--- src/rtl/serial_pal_pkg.sv ---
`default_nettype none
// ============================================================================
//  Module      : serial_pal_pkg
//  Description : Shared defaults and the shift-direction encoding for the
//                serial-to-parallel converter.
//  Revision    : 1.0 - initial release
// ============================================================================
package serial_pal_pkg;

   // Default parallel width and bit ordering used when the top is not
   // overridden.
   localparam int unsigned DEFAULT_WIDTH     = 4;
   localparam bit          DEFAULT_MSB_FIRST = 1'b1;

   // Direction in which older samples travel through the shift register.
   typedef enum logic {
      SHIFT_TOWARD_LSB = 1'b0,   // new bit enters at WIDTH-1
      SHIFT_TOWARD_MSB = 1'b1    // new bit enters at bit 0
   } shift_dir_e;

endpackage : serial_pal_pkg
`default_nettype wire

--- src/rtl/serial_pal.sv ---
`default_nettype none
// ============================================================================
//  Module      : serial_pal
//  Description : Serial-to-parallel converter. Shifts one serial bit into a
//                WIDTH-bit register on every enabled rising edge; the register
//                drives the parallel output directly, so out is a sliding
//                window of the last WIDTH enabled samples.
//  Revision    : 1.0 - initial release
// ============================================================================
module serial_pal
   import serial_pal_pkg::*;
#(
   parameter int unsigned WIDTH     = DEFAULT_WIDTH,     // must be >= 2
   parameter bit          MSB_FIRST = DEFAULT_MSB_FIRST
) (
   output logic [WIDTH-1:0] out,
   input  logic             clk,
   input  logic             reset,
   input  logic             en,
   input  logic             in
);

   localparam logic [WIDTH-1:0] c_RESET_VAL = '0;
   localparam shift_dir_e       c_DIR       = MSB_FIRST ? SHIFT_TOWARD_MSB
                                                        : SHIFT_TOWARD_LSB;

   logic [WIDTH-1:0] r_shift;
   logic [WIDTH-1:0] w_shift_next;

   // Next register value when enabled; direction is fixed at elaboration.
   generate
      if (c_DIR == SHIFT_TOWARD_MSB) begin : g_msb_first
         assign w_shift_next = {r_shift[WIDTH-2:0], in};
      end else begin : g_lsb_first
         assign w_shift_next = {in, r_shift[WIDTH-1:1]};
      end
   endgenerate

   // Shift register: reset clears, enable shifts, otherwise hold.
   always_ff @(posedge clk) begin
      if (reset) begin
         r_shift <= c_RESET_VAL;
      end else if (en) begin
         r_shift <= w_shift_next;
      end
   end

   // Parallel word comes straight from the register (no combinational path).
   assign out = r_shift;

endmodule : serial_pal
`default_nettype wire

--- config.mk ---
export PLATFORM = sky130hd
export DESIGN_NAME = serial_pal
export DESIGN_NICKNAME = d
export VERILOG_FILES = /design/src/rtl/serial_pal_pkg.sv /design/src/rtl/serial_pal.sv
export SDC_FILE = /design/constraint.sdc
export NUM_CORES = 1
export LEC_CHECK = 0
export ABC_CLOCK_PERIOD_IN_PS = 800
export CELL_PAD_IN_SITES_DETAIL_PLACEMENT = 0
export CELL_PAD_IN_SITES_GLOBAL_PLACEMENT = 1
export CORE_AREA = 2 2 39 41
export CTS_CLUSTER_SIZE = 20
export DETAILED_ROUTE_END_ITERATION = 12
export DIE_AREA = 0 0 41 43
export PLACE_DENSITY_LB_ADDON = 0.3
export SLEW_MARGIN = 20
export SYNTH_ARGS = -nofsm -noshare
export SYNTH_HDL_FRONTEND = slang
export SYNTH_SLANG_ARGS = --single-unit
--- constraint.sdc ---
create_clock -name clk -period 0.8 [get_ports clk]
set_input_delay 0.12 -clock clk [delete_from_list [all_inputs] [get_ports clk]]
set_output_delay 0.12 -clock clk [all_outputs]
set_load 0.02 [all_outputs]
* Word level (Yosys, flattened, before mapping)
Index checks and enable logic that the tools add are counted.
W data, S select, Z words.
** Storage, ports and cells
- Bits in registers :: 4

* Longest topological paths before layout
- Depth in word-level cells :: 0
- Depth in mapped cells :: 3
- Gate-level depth less buffers :: 2

* Least setup slack after synthesis
No wires, ideal clock.
- Path kind :: reg-to-reg
- Start point :: register r_shift[0], in the netlist out[0]
- End point :: register r_shift[1], in the netlist out[1]
- Arrival time :: 0.609 ns
- Slack :: 0.127 ns
- Cell stages (with the launch flop) :: 3
- Buffers on the path :: 0
- Clock period less this slack :: 0.673 ns
- Path through :: dfxtp_1 mux2i_1 nor2_1
** RTL lines
- start: declaration :: RTL line serial_pal.sv:27 : logic [WIDTH-1:0] r_shift;
- start signal: assignment :: RTL line serial_pal.sv:42 : r_shift <= c_RESET_VAL;
- start signal: assignment :: RTL line serial_pal.sv:44 : r_shift <= w_shift_next;

* Final worst setup path
- Start point :: register r_shift[2], in the netlist out[2]
- End point :: output port out[2]
** RTL lines
- end: declaration :: RTL line serial_pal.sv:16 : output logic [WIDTH-1:0] out,
No word-level cell between the ends.

==> metrics.txt <==
Fmax between 1 and 1.5 GHz; Comb power frac 0.114; Post-CTS Hold Buffers 0; Largest register FFs 4; Core Area around 1400 um2; worst path cell trace buf_6; Yosys reg bits 4; gr ovfl total 0; first-pass GRT wire length 538 um; Final Hold Viols 0; max incr delay on CP 0.33 ns; vias per inst around 3.1; Layout Cells excl Fill about 40; Clock Sinks 4; die area ~1800 um2; Largest delay share family, worst path flip-flops; Internal Power around 0.4 mW; Skew-Pair Late Insertion Delay 0.24 ns; DRT Wirelength around 320 um; Area after DPL between 200 and 250 um2; WHS 0.4232 ns; Worst R2R Path Depth 3; Worst-Margin Slew between 0.2 and 0.25 ns; Cells after DPL 37; root buffer cell clkbuf_4; Levels on crit path 1; clock buffer count from CTS 3; chip width between 40 and 50 um; met2 wire len approximately 86 um; Clock Power Share 0.477; Critical Path Start Type register; met1 WL 151 um; HP Class in -> reg; port buffer count 7; WP data arrival 0.68 ns; crit-path max FO 3; CP endpoint kind output port; clk slew on worst S/H paths approximately 0.04 ns; Overall Power between 0.5 and 0.6 mW; total net switching power 0.1075 mW; RSZ-0062 raised after global routing true; DR DRC count 0; DR iter-0 viols 0; Seq/Total Area, Yosys 0.5714; DR WL met3 77 um; initial antenna violation count 0; number of placement rows 14; Setup CP Type reg -> out; Final Net Count 31; DR WL/cell 7.683 um; minimum clock period after layout roughly 0.8 ns; max-slew violation count 0; GRT Util Overall 0.05327; routed via count roughly 130; Die Ht 43 um; Post-Synthesis Net Count 17; Crit-path slowest cell dfxtp_2; routability cong. 0.5934; Sw Share 0.2073; Syn Area/Cell about 11 um2; Antenna diodes 0; Hold Path Depth 3; peak supply drop between 900 and 1000 uV; Highest Signal Layer met3; Syn Std Cell Area 140.1 um2; Reg power frac 0.409; status finished clean; Setup Viol. Count Final 0; yosys warns 0; layout cells sized above 1 0.5600; synthesis-to-layout area growth 99.11%; leakage between 0.1 and 0.15 nW; num ports 8; CTS tree yes; H-tree levels 1; CP Data Required Time 0.68 ns; final instance area around 280 um2; clock buffer depth 2; worst path bufs/invs 1; PD cells around 1900 nW/um2; vias in the first global route approximately 140; maxcap violations 0; pin count of the biggest net entering global routing 5; Unique masters post-synth 4; post-synthesis cell count 13; Setup Skew slightly above 0.006 ns; DRT Pass-1 Iters 1; Initial Utilization 0.1013; Slew headroom 0.8431; Final period util 0.9987; Routed Antenna Nets 0
per-layer routing:
layer	vias to the layer above	track usage
met4	0	0.02000
li1	66	-
met3	0	0.08901
met1	51	0.05806
met2	11	0.04688
met5	-	0
cell usage after synthesis, drive strengths merged:
master / count / area (um2)
dfxtp: 4 / 80.08
mux2i: 4 / 40.04
nor2: 4 / 15.01
clkbuf: 1 / 5.000
layout make-up:
| cell class | count | area, um2 |
|---|---|---|
| Clock buffer | 3 | 22.52 |
| Fill cell | 146 | 1105 |
| Multi-Input combinational cell | 8 | 55.05 |
| Sequential cell | 4 | 85.08 |
| Tap cell | 16 | 20.02 |
| Timing Repair Buffer | 10 | 96.34 |
kinds of logic after synthesis:
family,count (synthesis),synth area share
mux,4,0.2857
flops,4,0.5715
simple gates,4,0.1071
buf+inv,1,0.03568
power by group through the flow:
stage	logic (mW)	clock network [mW]	registers (mW)
floorplan	0.0161	0	0.221
global placement	0.0577	0	0.212
detailed placement	0.0589	0	0.213
CTS	0.0588	0.258	0.212
global route	0.0636	0.280	0.213
finish	0.0593	0.247	0.212
path summary, 6_finish.rpt:
| path | slack [ns] | to | startpoint |
|---|---|---|---|
| min | 0.42 | out[0] | en |
| max reg2reg | 0.06 | out[2] | out[1] |
| min reg2reg | 0.50 | out[3] | out[3] |
| max | 0.001 | out[2] | out[2] |
placed cells by master (no fill, tap or decap):
cell             instances
clkdlybuf4s50_1          2
buf_6                    4
mux2i_1                  4
nor2_1                   4
clkbuf_4                 3
dlygate4sd2_1            1
buf_4                    3
dfxtp_2                  4
what timing repair did:
action	in CTS	in global routing
gates resized for setup	29	0
setup endpoints to repair	8	4
setup buffers	0	1
through the flow:
step | utilization | TNS (ns) | setup slack, ns
2_1_floorplan | - | 0 | 0.1269
3_3_place_gp | 0.1736 | -2.043 | -0.2812
3_5_place_dp | 0.1736 | -2.153 | -0.3032
4_1_cts | 0.1962 | -0.01507 | -0.01355
5_1_grt | 0.2016 | -0.1058 | -0.04351
6_report | 0.2016 | 0 | 0.001055
Power figures use the tool's default switching activity.
